--- config.mk ---
export PLATFORM = sky130hd
export DESIGN_NAME = dm_arbiter
export DESIGN_NICKNAME = d
export VERILOG_FILES = /design/src/rtl/dm_arbiter.sv
export SDC_FILE = /design/constraint.sdc
export NUM_CORES = 1
export LEC_CHECK = 0
export CAP_MARGIN = 20
export CORE_UTILIZATION = 34
export DETAILED_ROUTE_END_ITERATION = 12
export PLACE_DENSITY = 0.86
export SLEW_MARGIN = 20
export SYNTH_ARGS = -nofsm -noshare
export SYNTH_HDL_FRONTEND = slang
export SYNTH_SLANG_ARGS = --single-unit
--- constraint.sdc ---
create_clock -name clock -period 1.5 [get_ports clock]
set_input_delay 0.3 -clock clock [delete_from_list [all_inputs] [get_ports clock]]
set_output_delay 0.3 -clock clock [all_outputs]
set_load 0.02 [all_outputs]
--- src/rtl/dm_arbiter.sv ---
// Two-port arbiter for the single-port data memory. The CPU has priority, a starvation
// counter eventually hands one contested cycle to the debug port, and the debug port can
// lock the memory for bursts. Read data is registered back to the winning requester.
module dm_arbiter #(
  parameter int unsigned AW         = 8,
  parameter int unsigned DW         = 16,
  parameter int unsigned DEPTH      = 64,
  parameter int unsigned STARVE_MAX = 4
) (
  input  logic          clock,
  input  logic          reset,
  input  logic          cpu_req,
  input  logic          cpu_we,
  input  logic [AW-1:0] cpu_addr,
  input  logic [DW-1:0] cpu_wdata,
  output logic          cpu_gnt,
  output logic          cpu_rvalid,
  output logic [DW-1:0] cpu_rdata,
  input  logic          dbg_req,
  input  logic          dbg_we,
  input  logic [AW-1:0] dbg_addr,
  input  logic [DW-1:0] dbg_wdata,
  output logic          dbg_gnt,
  output logic          dbg_rvalid,
  output logic [DW-1:0] dbg_rdata,
  input  logic          dbg_lock,
  output logic          err,
  output logic          dwe,
  output logic [AW-1:0] addr,
  output logic [DW-1:0] wdata,
  input  logic [DW-1:0] rdata
);

  typedef enum logic [1:0] {StCpuPri, StDbgForce, StDbgLock} state_e;

  localparam logic [3:0]  StarveMax = 4'(STARVE_MAX);
  localparam logic [AW:0] DepthLim  = (AW + 1)'(DEPTH);

  state_e          state_q, state_d;
  logic [3:0]      starve_q, starve_d;
  logic            cpu_rvalid_q, dbg_rvalid_q, err_q;
  logic [DW-1:0]   cpu_rdata_q, dbg_rdata_q;

  logic            lock_exit, cpu_first;
  logic            any_gnt, sel_we, oor;
  logic [AW-1:0]   sel_addr;
  logic [DW-1:0]   sel_wdata;

  // A lock ends on the cycle lock or request drops; that cycle already uses CPU priority.
  assign lock_exit = (state_q == StDbgLock) & (~dbg_lock | ~dbg_req);
  assign cpu_first = (state_q == StCpuPri) | lock_exit;

  // State register and starvation counter
  always_ff @(posedge clock or negedge reset) begin
    if (!reset) begin
      state_q  <= StCpuPri;
      starve_q <= 4'd0;
    end else begin
      state_q  <= state_d;
      starve_q <= starve_d;
    end
  end

  // Next-state and starvation counter update
  always_comb begin
    starve_d = 4'd0;
    if (cpu_gnt && dbg_req) begin
      starve_d = (starve_q == 4'hF) ? starve_q : starve_q + 4'd1;
    end
    state_d = state_q;
    if (dbg_gnt && dbg_lock) begin
      state_d = StDbgLock;
    end else if (cpu_first) begin
      state_d = (starve_d == StarveMax) ? StDbgForce : StCpuPri;
    end else if (state_q == StDbgForce) begin
      if (dbg_gnt || !dbg_req) state_d = StCpuPri;
    end
  end

  // Grant decode; nothing is granted while reset is held
  always_comb begin
    cpu_gnt = 1'b0;
    dbg_gnt = 1'b0;
    if (reset) begin
      if (cpu_first) begin
        cpu_gnt = cpu_req;
        dbg_gnt = ~cpu_req & dbg_req;
      end else begin
        dbg_gnt = dbg_req;
        cpu_gnt = ~dbg_req & cpu_req;
      end
    end
  end

  // Memory port mux; out-of-range accesses are turned into harmless reads of word 0
  always_comb begin
    sel_we    = 1'b0;
    sel_addr  = '0;
    sel_wdata = '0;
    if (cpu_gnt) begin
      sel_we    = cpu_we;
      sel_addr  = cpu_addr;
      sel_wdata = cpu_wdata;
    end else if (dbg_gnt) begin
      sel_we    = dbg_we;
      sel_addr  = dbg_addr;
      sel_wdata = dbg_wdata;
    end
    any_gnt = cpu_gnt | dbg_gnt;
    oor     = any_gnt & ({1'b0, sel_addr} >= DepthLim);
    dwe     = any_gnt & sel_we & ~oor;
    addr    = (any_gnt && !oor) ? sel_addr : '0;
    wdata   = any_gnt ? sel_wdata : '0;
  end

  // Read-data capture, valid pulses and error pulse
  always_ff @(posedge clock or negedge reset) begin
    if (!reset) begin
      cpu_rvalid_q <= 1'b0;
      dbg_rvalid_q <= 1'b0;
      err_q        <= 1'b0;
      cpu_rdata_q  <= '0;
      dbg_rdata_q  <= '0;
    end else begin
      cpu_rvalid_q <= cpu_gnt & ~cpu_we;
      dbg_rvalid_q <= dbg_gnt & ~dbg_we;
      err_q        <= oor;
      if (cpu_gnt && !cpu_we) cpu_rdata_q <= oor ? '0 : rdata;
      if (dbg_gnt && !dbg_we) dbg_rdata_q <= oor ? '0 : rdata;
    end
  end

  assign cpu_rvalid = cpu_rvalid_q;
  assign dbg_rvalid = dbg_rvalid_q;
  assign cpu_rdata  = cpu_rdata_q;
  assign dbg_rdata  = dbg_rdata_q;
  assign err        = err_q;

endmodule

==> results of run 1 <==
## stage by stage
step / total power, mW / utilization / setup slack (ns) / setup TNS, ns
after floorplan: 1.84 / - / -0.0628 / -0.488
after global placement: 2.48 / 0.630 / -0.974 / -36.66
after detailed placement: 2.52 / 0.630 / -0.985 / -38.57
after CTS: 3.40 / 0.685 / -0.551 / -12.91
after global routing: 3.55 / 0.698 / -0.588 / -18.54
final: 3.38 / 0.698 / -0.531 / -14.90
## worst min-delay path by stage
| stage | start | end | depth (start not counted) |
|---|---|---|---|
| 6_report | reset | starve_q[0]$_DFF_PN0_ | 2 |
| 5_1_grt | reset | cpu_rdata[4]$_DFFE_PN0P_ | 2 |
| 4_1_cts | reset | starve_q[0]$_DFF_PN0_ | 2 |
| 3_5_place_dp | reset | state_q[0]$_DFFE_PN0P_ | 2 |
| 3_3_place_gp | reset | state_q[0]$_DFFE_PN0P_ | 2 |
| 2_1_floorplan | reset | cpu_rdata[0]$_DFFE_PN0P_ | 0 |
## power groups by stage
stage	clock network, mW	registers (mW)	logic, mW
finish	0.911	1.32	1.15
global route	0.982	1.34	1.23
CTS	0.930	1.32	1.15
detailed placement	0	1.35	1.17
global placement	0	1.34	1.15
floorplan	0	1.51	0.323
## final cells by class
class	instances	area (sq um)
inverter	34	128
timing repair buffer	171	1780
multi-input combinational	126	1080
sequential	41	1030
tap	75	93.8
fill	472	1830
clock inverter	1	30.0
clock buffer	7	86.3
## cells in the final DEF, fill, tap and decap left out, types with 5 or more instances in the layout
cell and count:
buf_4 20, inv_1 34, a22o_1 8, clkbuf_8 6
a32o_2 7, dlygate4sd2_1 38, buf_12 5, a22o_4 9
nand2_1 33, mux2i_1 33, clkdlybuf4s50_1 66, buf_6 34
dfrtp_1 41
## layer usage
layer  part of all wire  vias up
li1                   -     1047
met1               0.39     1064
met2               0.52      104
met3              0.063       12
met4              0.019        0
met5                  0        -
## logic make-up (layout without fill, tap and decap cells)
family	Yosys count	after routing	share of synthesized area
AND/OR/NAND/NOR	48	48	0.0931
multiplexers	33	33	0.152
other	1	2	0.00172
adder cells (fa/ha/maj)	1	1	0.00575
XOR/XNOR	2	2	0.00805
buffers and inverters	47	213	0.107
flip-flops	41	41	0.471
AO/OA/AOI/OAI	40	40	0.162
## what timing repair did
item	CTS	global route
hold buffers	1	0
setup endpoints to repair	93	45
endpoints found under the hold margin	2	0
gates cloned	4	1
resized for setup	204	7
buffers inserted	6	6
pin swaps	13	6
## flip-flops by register name, indices dropped and copies added (netlist names)
register and count:
cpu_rvalid 1, cpu_rdata 16, err 1, dbg_rdata 16
dbg_rvalid 1, state_q 2, starve_q 4
==> metrics.json, run 1 <==
{
  "run_status": "finished, violations left",
  "violations": "negative setup slack",
  "cellInternalPower_mw": 2.37,
  "start_util": 0.359,
  "rr_startpoint": "state_q[1]$_DFFE_PN0P_",
  "insertion_delay_ns": 0.29,
  "critPathMaxStageDelay_ns": 0.39,
  "worstPathArrival_ns": 1.73,
  "seq_area_frac_synth": 0.471,
  "leakagePower_nw": 2.02,
  "cts.htree.levels": 2,
  "asyncSetResetFlopFracSynth": 1.00,
  "route.detailed.wl_per_inst_um": 15.6,
  "max_cap_violations": 0,
  "groute.layer.met2.usage": 0.407,
  "worst-path-buf-inv": 4,
  "area_delta_synth_final_pct": 94.2,
  "die_area_sq_um": 6730,
  "cp-start-kind": "flop",
  "post-synth-top-area-fraction": 0.471,
  "die_h_um": 82.0,
  "worstHoldPathType": "in2async",
  "synth_top_cells_by_area": "dfrtp_1 (47%), mux2i_1 (15%), a22o_1 (6.8%), inv_1 (5.9%), nand2_1 (5.9%)",
  "syn_area_per_cell_sq_um": 10.2,
  "postPlaceCellArea_sq_um": 3820,
  "final.min_clock_period_ns": 2.03,
  "ys_ff_latch": 41,
  "clock-root-buffer": "clkbuf_8",
  "peakVddDrop_uv": 754,
  "totalWireLength_mm": 7.09,
  "worst_path_dominant_cell_family": "buffers and inverters",
  "power.share.clock": 0.270,
  "yosys-top-cells-count": "dfrtp_1 (41), inv_1 (34), nand2_1 (34)",
  "count_leader_synth": "dfrtp_1",
  "timing.critical_path.to_type": "output port",
  "timing.fmax_mhz": 492,
  "cts.clk_slew.worst_paths_ns": 0.08,
  "final_cell_area_sq_um": 4230,
  "worstSetupPathDepth": 7,
  "sw_frac_of_total": 0.299,
  "track_usage": 0.223,
  "place_inst": 430,
  "crit_fanout": 6,
  "final_setup_vio_count": 58,
  "drt-initial-drc-count": 63,
  "finalNonFillerCells": 455,
  "netlist_instances": 213,
  "clkSinkCount": 41,
  "largest_net_degree_at_the_start_of_global_routing": 41,
  "detail-route-antenna-nets": 0,
  "first_pass_detailed_route_iteration_total": 4,
  "post_drt_via_cell_ratio": 4.89,
  "post-route-period-util": 1.35,
  "setup.worst_path.class": "reg2out",
  "detailedPlacementHpwl_mm": 4.92,
  "port_buffers": 130,
  "top_level_ports": 133,
  "yosys.cell_types.count": 30,
  "worst_ep_required_time_ns": 1.20,
  "mappedNetlistArea_sq_um": 2180,
  "crit_path_to": "dwe",
  "globalRoute.busiestLayer": "met2",
  "synth_top_area_cell": "dfrtp_1",
  "timing.critical_path.cells": "buf_4, a21oi_4, a21oi_4, buf_6, buf_16, a32o_2, buf_6",
  "cts_tree": "yes",
  "routed-via-count": 2227,
  "finalClockSkew_ns": 0.00474,
  "core_area_sq_um": 6060,
  "postSynth.topFlopCell": "dfrtp_1",
  "pwr-share-comb": 0.339,
  "reg2reg_setup_slack_ns": -0.15,
  "timing.critical_path.slowest_stage_cell": "dfrtp_1",
  "grt_first_pass_wirelength_mm": 11.2,
  "seq_power_share": 0.391,
  "terminus_of_the_critical_flop_to_flop_path": "dbg_rdata[10]$_DFFE_PN0P_",
  "routability_driven_placement_congestion_ratio": 0.747,
  "gr-usage-met3": 0.0489,
  "worst_hold_margin_ns": 0.136,
  "antenna_cells_inserted": 0,
  "clock_path_buffers": 2,
  "drive_gt1_frac": 0.266,
  "global_route.usage.met1": 0.252,
  "drt_drc_violations_left": 0,
  "net-switching-power_mw": 1.01,
  "gr-total-overflow": 0,
  "synth_edf_count": 0,
  "numCtsBuffers": 5,
  "vias_in_the_first_global_route": 2351,
  "rsz0062_at_grt": "true",
  "final_layout_net_count": 451,
  "hold_viol": 0,
  "power.density_cell_area_nw_per_um2": 799,
  "antenna_found_initial": 0,
  "post-route-worst-setup-slack_ns": -0.531,
  "yosys_warnings": 0,
  "worst_setup_path_startpoint": "state_q[0]$_DFFE_PN0P_",
  "timing_max_transition_violations_final": 0,
  "worst_r2r_path_depth": 8,
  "rows": 28,
  "chipWidth_um": 82.0
}
Note: power is estimated with default switching activity, not from simulation.
==> inputs of run 2 (changes only) <==
TNS_END_PERCENT = 1   (was not set)
==> run 2 against run 1 <==
Net effect: the flow still finishes with violations (negative setup slack); maximum frequency is 4.1% higher; cell count shrank 2.4%; die area unchanged; total power rose by 3.1%; core utilization is 3.7 points lower; combinational power down 5%; via count shrank 3.0%; highest routed layer unchanged; routed wire length down 7.8%; worst setup slack improved by 0.080 ns; non-clock buffer count decreased by 11; first-iteration DRC count shrank 11%.
==> metrics.json, run 2 (synthesis gave the netlist of run 1 again) <==
{
  "port_buffers": {"value": 130, "change": "unchanged"},
  "layout.cells.most_common_list": {"value": "clkdlybuf4s50_1 (66), dfrtp_1 (41), dlygate4sd2_1 (39)", "change": "was clkdlybuf4s50_1 (66), dfrtp_1 (41), dlygate4sd2_1 (38)"},
  "largest_net_degree_at_the_start_of_global_routing": {"value": 43, "change": "was 41"},
  "post-route-worst-setup-slack": {"value": -0.451, "unit": "ns", "change": "was -0.531 ns"},
  "final_cell_area": {"value": 4010, "unit": "sq um", "change": "was 4230 sq um"},
  "timing.fmax": {"value": 513, "unit": "MHz", "change": "was 492 MHz"},
  "worstHoldPathType": {"value": "in2async", "change": "unchanged"},
  "worst_r2r_path_depth": {"value": 7, "change": "was 8"},
  "cts_tree": {"value": "yes", "change": "unchanged"},
  "cts.htree.levels": {"value": 2, "change": "unchanged"},
  "start_util": {"value": 0.359, "change": "unchanged"},
  "rsz0062_at_grt": {"value": "true", "change": "unchanged"},
  "tightest_slew_ns": 0.525,
  "timing_max_transition_violations_final": {"value": 0, "change": "unchanged"},
  "drive_gt1_frac": {"value": 0.233, "change": "was 0.266"},
  "antenna_found_initial": {"value": 0, "change": "unchanged"},
  "peakVddDrop": {"value": 501, "unit": "uV", "change": "was 754 uV"},
  "worst_ep_required_time": {"value": 1.20, "unit": "ns", "change": "about the same"},
  "final.min_clock_period": {"value": 1.95, "unit": "ns", "change": "was 2.03 ns"},
  "totalWireLength": {"value": 6.54, "unit": "mm", "change": "was 7.09 mm"},
  "drt_drc_violations_left": {"value": 0, "change": "unchanged"},
  "grt_first_pass_wirelength": {"value": 10.3, "unit": "mm", "change": "was 11.2 mm"},
  "worstPathArrival": {"value": 1.65, "unit": "ns", "change": "was 1.73 ns"},
  "pwr-share-comb": {"value": 0.314, "change": "was 0.339"},
  "fillCellCount": {"value": 490, "change": "was 472"},
  "detailedPlacementHpwl": {"value": 4.93, "unit": "mm", "change": "was 4.92 mm"},
  "cts.clk_slew.worst_paths": {"value": 0.08, "unit": "ns", "change": "about the same"},
  "crit_fanout": {"value": 7, "change": "was 6"},
  "gr-total-overflow": {"value": 0, "change": "unchanged"},
  "final.setup.tns": {"value": -13.51, "unit": "ns", "change": "was -14.90 ns"},
  "top_level_ports": {"value": 133, "change": "unchanged"},
  "first_pass_detailed_route_iteration_total": {"value": 4, "change": "unchanged"},
  "postPlaceCellArea": {"value": 3840, "unit": "sq um", "change": "was 3820 sq um"},
  "seq_power_share": {"value": 0.378, "change": "was 0.391"},
  "final_layout_net_count": {"value": 440, "change": "was 451"},
  "die_h": {"value": 82.0, "unit": "um", "change": "unchanged"},
  "setup.worst_path.class": {"value": "reg2out", "change": "unchanged"},
  "hold_viol": {"value": 0, "change": "unchanged"},
  "violations": {"value": "negative setup slack", "change": "unchanged"},
  "net-switching-power": {"value": 1.03, "unit": "mW", "change": "was 1.01 mW"},
  "sw_frac_of_total": {"value": 0.295, "change": "was 0.299"},
  "worst_hold_margin": {"value": 0.167, "unit": "ns", "change": "was 0.136 ns"},
  "area_delta_synth_final": {"value": 84.0, "unit": "%", "change": "was 94.2%"},
  "cp-start-kind": {"value": "flop", "change": "unchanged"},
  "track_usage": {"value": 0.205, "change": "was 0.223"},
  "clock-root-buffer": {"value": "clkbuf_8", "change": "unchanged"},
  "chipWidth": {"value": 82.0, "unit": "um", "change": "unchanged"},
  "terminus_of_the_critical_flop_to_flop_path": {"value": "cpu_rdata[14]$_DFFE_PN0P_", "change": "was dbg_rdata[10]$_DFFE_PN0P_"},
  "rr_startpoint": {"value": "state_q[0]$_DFFE_PN0P_", "change": "was state_q[1]$_DFFE_PN0P_"},
  "max_cap_violations": {"value": 0, "change": "unchanged"},
  "vias_in_the_first_global_route": {"value": 2226, "change": "was 2351"},
  "core_area": {"value": 6060, "unit": "sq um", "change": "unchanged"},
  "clock_path_buffers": {"value": 2, "change": "unchanged"},
  "die_area": {"value": 6730, "unit": "sq um", "change": "unchanged"},
  "numCtsBuffers": {"value": 5, "change": "unchanged"},
  "power.share.clock": {"value": 0.308, "change": "was 0.270"},
  "post-route-period-util": {"value": 1.30, "change": "was 1.35"},
  "drt-initial-drc-count": {"value": 56, "change": "was 63"},
  "power.density_cell_area": {"value": 870, "unit": "nW/um^2", "change": "was 799 nW/um^2"},
  "route.detailed.wl_per_inst": {"value": 14.7, "unit": "um", "change": "was 15.6 um"},
  "power.total": {"value": 3.48, "unit": "mW", "change": "was 3.38 mW"},
  "timing.critical_path.to_type": {"value": "output port", "change": "unchanged"},
  "detail-route-antenna-nets": {"value": 0, "change": "unchanged"},
  "antenna_cells_inserted": {"value": 0, "change": "unchanged"},
  "cellInternalPower": {"value": 2.45, "unit": "mW", "change": "was 2.37 mW"},
  "reg2reg_setup_slack": {"value": -0.25, "unit": "ns", "change": "was -0.15 ns"},
  "layout.cells.most_common": {"value": "clkdlybuf4s50_1", "change": "unchanged"},
  "post_drt_via_cell_ratio": {"value": 4.87, "change": "was 4.89"},
  "finalClockSkew": {"value": 0.00906, "unit": "ns", "change": "was 0.00474 ns"},
  "routed-via-count": {"value": 2161, "change": "was 2227"},
  "routability_driven_placement_congestion_ratio": {"value": 0.742, "change": "was 0.747"},
  "run_status": {"value": "finished, violations left", "change": "unchanged"},
  "timing.max_slew.rel_slack": 0.650,
  "final_setup_vio_count": {"value": 42, "change": "was 58"},
  "rows": {"value": 28, "change": "unchanged"},
  "postLayoutCoreUtil": {"value": 0.661, "change": "was 0.698"},
  "leakagePower": {"value": 1.92, "unit": "nW", "change": "was 2.02 nW"},
  "clkSinkCount": {"value": 41, "change": "unchanged"},
  "insertion_delay": {"value": 0.30, "unit": "ns", "change": "was 0.29 ns"}
}
==> run 2: worst max path at each step <==
stage,from,endpoint,cells past startpoint
2_1_floorplan,dbg_req,addr[4],5
3_3_place_gp,dbg_lock,addr[0],6
3_5_place_dp,dbg_lock,addr[0],6
4_1_cts,state_q[1]$_DFFE_PN0P_,addr[5],6
5_1_grt,state_q[0]$_DFFE_PN0P_,addr[5],6
6_report,state_q[0]$_DFFE_PN0P_,addr[5],6
==> run 2: power groups by stage <==
stage / sequential [mW] / combinational, mW / clock, mW
finish: 1.32 / 1.09 / 1.07
global route: 1.33 / 1.17 / 1.15
CTS: 1.32 / 1.09 / 1.08
detailed placement: 1.34 / 1.18 / 0
global placement: 1.34 / 1.16 / 0
floorplan: 1.51 / 0.321 / 0
==> run 2: layout make-up <==
class / count / area [sq um] / area share
flip-flops and latches: 41 / 1030 / 0.256
well taps: 75 / 93.8 / 0.0234
repair buffers: 160 / 1560 / 0.390
clock buffers: 5 / 68.8 / 0.0172
clock inverters: 3 / 68.8 / 0.0172
multi-input cells: 126 / 1060 / 0.265
inverters: 34 / 128 / 0.0319
==> run 2: per-stage QoR <==
stage	instances	worst slack, ns
after detailed placement	431	-1.03
after global routing	444	-0.516
after global placement	431	-1.00
after floorplan	214	-0.0789
after CTS	444	-0.464
final	444	-0.451
==> run 2: routing by layer <==
layer,vias up,wire length [um],global-route usage
li1,1027,-,-
met1,1033,2590,0.230
met2,92,3460,0.376
met3,9,390,0.0511
met4,0,97,0.0632
met5,-,0,0
==> run 2: what timing repair did <==
action / CTS / global route
setup buffers: 3 / 0
gates cloned: 1 / 0
pin swaps: 7 / 3
hold buffers: 1 / 0
gates resized for setup: 167 / 13
endpoints found under the hold margin: 1 / 0
setup endpoints to repair: 92 / 50
==> run 2: worst max-delay path, stage by stage, from the launching register on <==
cell and delay, ns:
dfrtp_1 0.39, a21o_1 0.21, buf_6 0.14, a211oi_4 0.20, buf_6 0.16, a32o_1 0.14, buf_6 0.12
==> inputs of run 3 (changes only) <==
clock period = 1.75 ns   (was 1.5 ns; I/O delays follow)
==> run 3 against run 2 <==
Net effect: sequential share of layout area grew 0.064 points; the flow still finishes with violations (negative setup slack); die area is the same; total power shrank 20%; cell count is the same; critical endpoint is now addr[2]; routed wire length grew 13%; via count shrank 1.4%; worst setup slack gained 0.15 ns; largest cell class unchanged.
==> metrics.json, run 3 (synthesis gave the netlist of run 1 again) <==
{
  "run_status": {"value": "finished, violations left", "change": "unchanged"},
  "worstPathArrival": {"value": 1.70, "unit": "ns", "change": "was 1.65 ns"},
  "finalClockSkew": {"value": 0.00297, "unit": "ns", "change": "was 0.00906 ns"},
  "violations": {"value": "negative setup slack", "change": "unchanged"},
  "die_h": {"value": 82.0, "unit": "um", "change": "unchanged"},
  "timing.critical_path.to_type": {"value": "output port", "change": "unchanged"},
  "multi_input_comb_area": {"value": 990, "unit": "sq um", "change": "was 1060 sq um"},
  "power.density_cell_area": {"value": 699, "unit": "nW/um^2", "change": "was 870 nW/um^2"},
  "start_util": {"value": 0.359, "change": "unchanged"},
  "crit_fanout": {"value": 6, "change": "was 7"},
  "setup.worst_path.class": {"value": "reg2out", "change": "unchanged"},
  "drt_drc_violations_left": {"value": 0, "change": "unchanged"},
  "chipWidth": {"value": 82.0, "unit": "um", "change": "unchanged"},
  "register_area": {"value": 1030, "unit": "sq um", "change": "about the same"},
  "worst_hold_margin": {"value": 0.193, "unit": "ns", "change": "was 0.167 ns"},
  "layout.cells.most_common": {"value": "clkdlybuf4s50_1", "change": "unchanged"},
  "totalWireLength": {"value": 7.39, "unit": "mm", "change": "was 6.54 mm"},
  "finalNonFillerCells": {"value": 444, "change": "unchanged"},
  "critPathMostFrequentCell": {"value": "a21oi_4", "change": "was buf_6"},
  "timing_max_transition_violations_final": {"value": 0, "change": "unchanged"},
  "timing.fmax_mhz": 487,
  "critPathMaxStageDelay": {"value": 0.44, "unit": "ns", "change": "was 0.39 ns"},
  "antenna_found_initial": {"value": 0, "change": "unchanged"},
  "first_pass_detailed_route_iteration_total": {"value": 4, "change": "unchanged"},
  "worst_ep_required_time": {"value": 1.40, "unit": "ns", "change": "was 1.20 ns"},
  "timing.critical_path.slowest_stage_cell": {"value": "dfrtp_2", "change": "was dfrtp_1"},
  "routability_driven_placement_congestion_ratio": {"value": 0.767, "change": "was 0.742"},
  "antenna_cells_inserted": {"value": 0, "change": "unchanged"},
  "rows": {"value": 28, "change": "unchanged"},
  "post-route-worst-setup-slack": {"value": -0.302, "unit": "ns", "change": "was -0.451 ns"},
  "layout.cells.most_common_list": {"value": "clkdlybuf4s50_1 (99), dfrtp_1 (40), inv_1 (34)", "change": "was clkdlybuf4s50_1 (66), dfrtp_1 (41), dlygate4sd2_1 (39)"},
  "cp-start-kind": {"value": "flop", "change": "unchanged"},
  "cts_tree": {"value": "yes", "change": "unchanged"},
  "final.min_clock_period_ns": 2.05,
  "post-route-period-util": 1.17,
  "hold_viol": {"value": 0, "change": "unchanged"},
  "drive_gt1_frac": {"value": 0.211, "change": "was 0.233"},
  "fillCellCount": {"value": 495, "change": "was 490"},
  "numCtsBuffers": {"value": 5, "change": "unchanged"},
  "track_usage": {"value": 0.208, "change": "was 0.205"},
  "gr-total-overflow": {"value": 0, "change": "unchanged"},
  "insertion_delay": {"value": 0.29, "unit": "ns", "change": "was 0.30 ns"},
  "post_drt_via_cell_ratio": {"value": 4.80, "change": "was 4.87"},
  "largest_net_degree_at_the_start_of_global_routing": {"value": 44, "change": "was 43"},
  "core_area": {"value": 6060, "unit": "sq um", "change": "unchanged"},
  "cts.clk_slew.worst_paths": {"value": 0.07, "unit": "ns", "change": "was 0.08 ns"},
  "detail-route-antenna-nets": {"value": 0, "change": "unchanged"},
  "worstHoldPathType": {"value": "in2async", "change": "unchanged"},
  "final_layout_net_count": {"value": 441, "change": "was 440"},
  "power.total": {"value": 2.79, "unit": "mW", "change": "was 3.48 mW"},
  "cts.htree.levels": {"value": 2, "change": "unchanged"},
  "clock_path_buffers": {"value": 2, "change": "unchanged"},
  "routed-via-count": {"value": 2131, "change": "was 2161"},
  "area_delta_synth_final": {"value": 83.7, "unit": "%", "change": "was 84.0%"},
  "peakVddDrop": {"value": 622, "unit": "uV", "change": "was 501 uV"},
  "top_level_ports": {"value": 133, "change": "unchanged"},
  "clkSinkCount": {"value": 41, "change": "unchanged"},
  "detailedPlacementHpwl": {"value": 5.12, "unit": "mm", "change": "was 4.93 mm"},
  "vias_in_the_first_global_route": {"value": 2066, "change": "was 2226"},
  "timing.max_slew.rel_slack": {"value": 0.647, "change": "was 0.650"},
  "clock-root-buffer": {"value": "clkbuf_8", "change": "unchanged"},
  "pre_cts_slack": {"value": -0.861, "unit": "ns", "change": "was -1.03 ns"},
  "tightest_slew": {"value": 0.529, "unit": "ns", "change": "was 0.525 ns"},
  "die_area": {"value": 6730, "unit": "sq um", "change": "unchanged"},
  "final_setup_vio_count": {"value": 24, "change": "was 42"},
  "max_cap_violations": {"value": 0, "change": "unchanged"},
  "port_buffers": {"value": 130, "change": "unchanged"},
  "leakagePower": {"value": 1.74, "unit": "nW", "change": "was 1.92 nW"},
  "drt-initial-drc-count": {"value": 78, "change": "was 56"},
  "route.detailed.wl_per_inst": {"value": 16.6, "unit": "um", "change": "was 14.7 um"},
  "place_inst": {"value": 428, "change": "was 431"},
  "rsz0062_at_grt": {"value": "true", "change": "unchanged"},
  "timing.critical_path.cells": {"value": "a21oi_4, a21oi_4, buf_12, buf_16, a32o_1, buf_4", "change": "was a21o_1, buf_6, a211oi_4, buf_6, a32o_1, buf_6"},
  "grt_first_pass_wirelength": {"value": 10.3, "unit": "mm", "change": "about the same"}
}
==> run 3: changes by cell type in the layout (fill, tap and decap cells not counted), moves of 7 or more <==
cell             delta
a22o_1              +7
a22o_4              -7
buf_4               -9
buf_6              +13
clkdlybuf4s50_1    +33
dlygate4sd2_1      -35
==> run 3: report_power, final <==
part / internal [mW] / switching (mW)
sequential: 1.07 / 0.0705
combinational: 0.553 / 0.478
clock: 0.313 / 0.312
==> run 3: stage by stage <==
stage	cell area, sq um	util	setup TNS (ns)
after floorplan	2180	-	0
after global placement	3710	0.612	-25.19
after detailed placement	3710	0.612	-26.53
after CTS	3930	0.648	-6.27
after global routing	4000	0.660	-7.70
final	4000	0.660	-6.27
==> run 3: final cells by class <==
type,count,area share
Tap cell,75,0.0235
Timing Repair Buffer,161,0.419
Clock buffer,7,0.0216
Sequential cell,41,0.257
Multi-Input combinational cell,126,0.247
Inverter,34,0.0319
==> run 3: worst paths after layout <==
path,cells past startpoint,startpoint,slack [ns],end
max in group asynchronous,2,reset,1.16,state_q[0]$_DFFE_PN0P_
worst max register to register,6,state_q[0]$_DFFE_PN0P_,0.05,cpu_rdata[11]$_DFFE_PN0P_
worst min register to register,2,dbg_rdata[10]$_DFFE_PN0P_,0.52,dbg_rdata[10]$_DFFE_PN0P_
worst max-delay path,6,state_q[0]$_DFFE_PN0P_,-0.30,addr[2]
min in group clock,3,cpu_addr[7],0.45,err$_DFF_PN0_
worst min-delay path,2,reset,0.19,starve_q[0]$_DFF_PN0_
==> run 3: timing repair <==
action / CTS / global route
endpoints found under the setup margin: 25 / 33
buffers inserted: 3 / 2
pin swaps: 18 / 10
gates cloned: 3 / 1
hold buffers: 0 / 0
resized for setup: 154 / 13
==> run 3: per-layer routing <==
metal	wire length, um	vias up	part of all wire	GRT usage
met5	0	-	0	0
met4	91	0	0.012	0.0719
met3	291	10	0.039	0.0333
met2	3820	52	0.52	0.335
met1	3190	1038	0.43	0.281
li1	-	1031	-	-
==> run 3: worst max-delay path, delay by kind of cell, from the launching register on <==
family	cells	cell delay [ns]
compound gates	3	0.54
buf+inv	3	0.43
flops	1	0.44
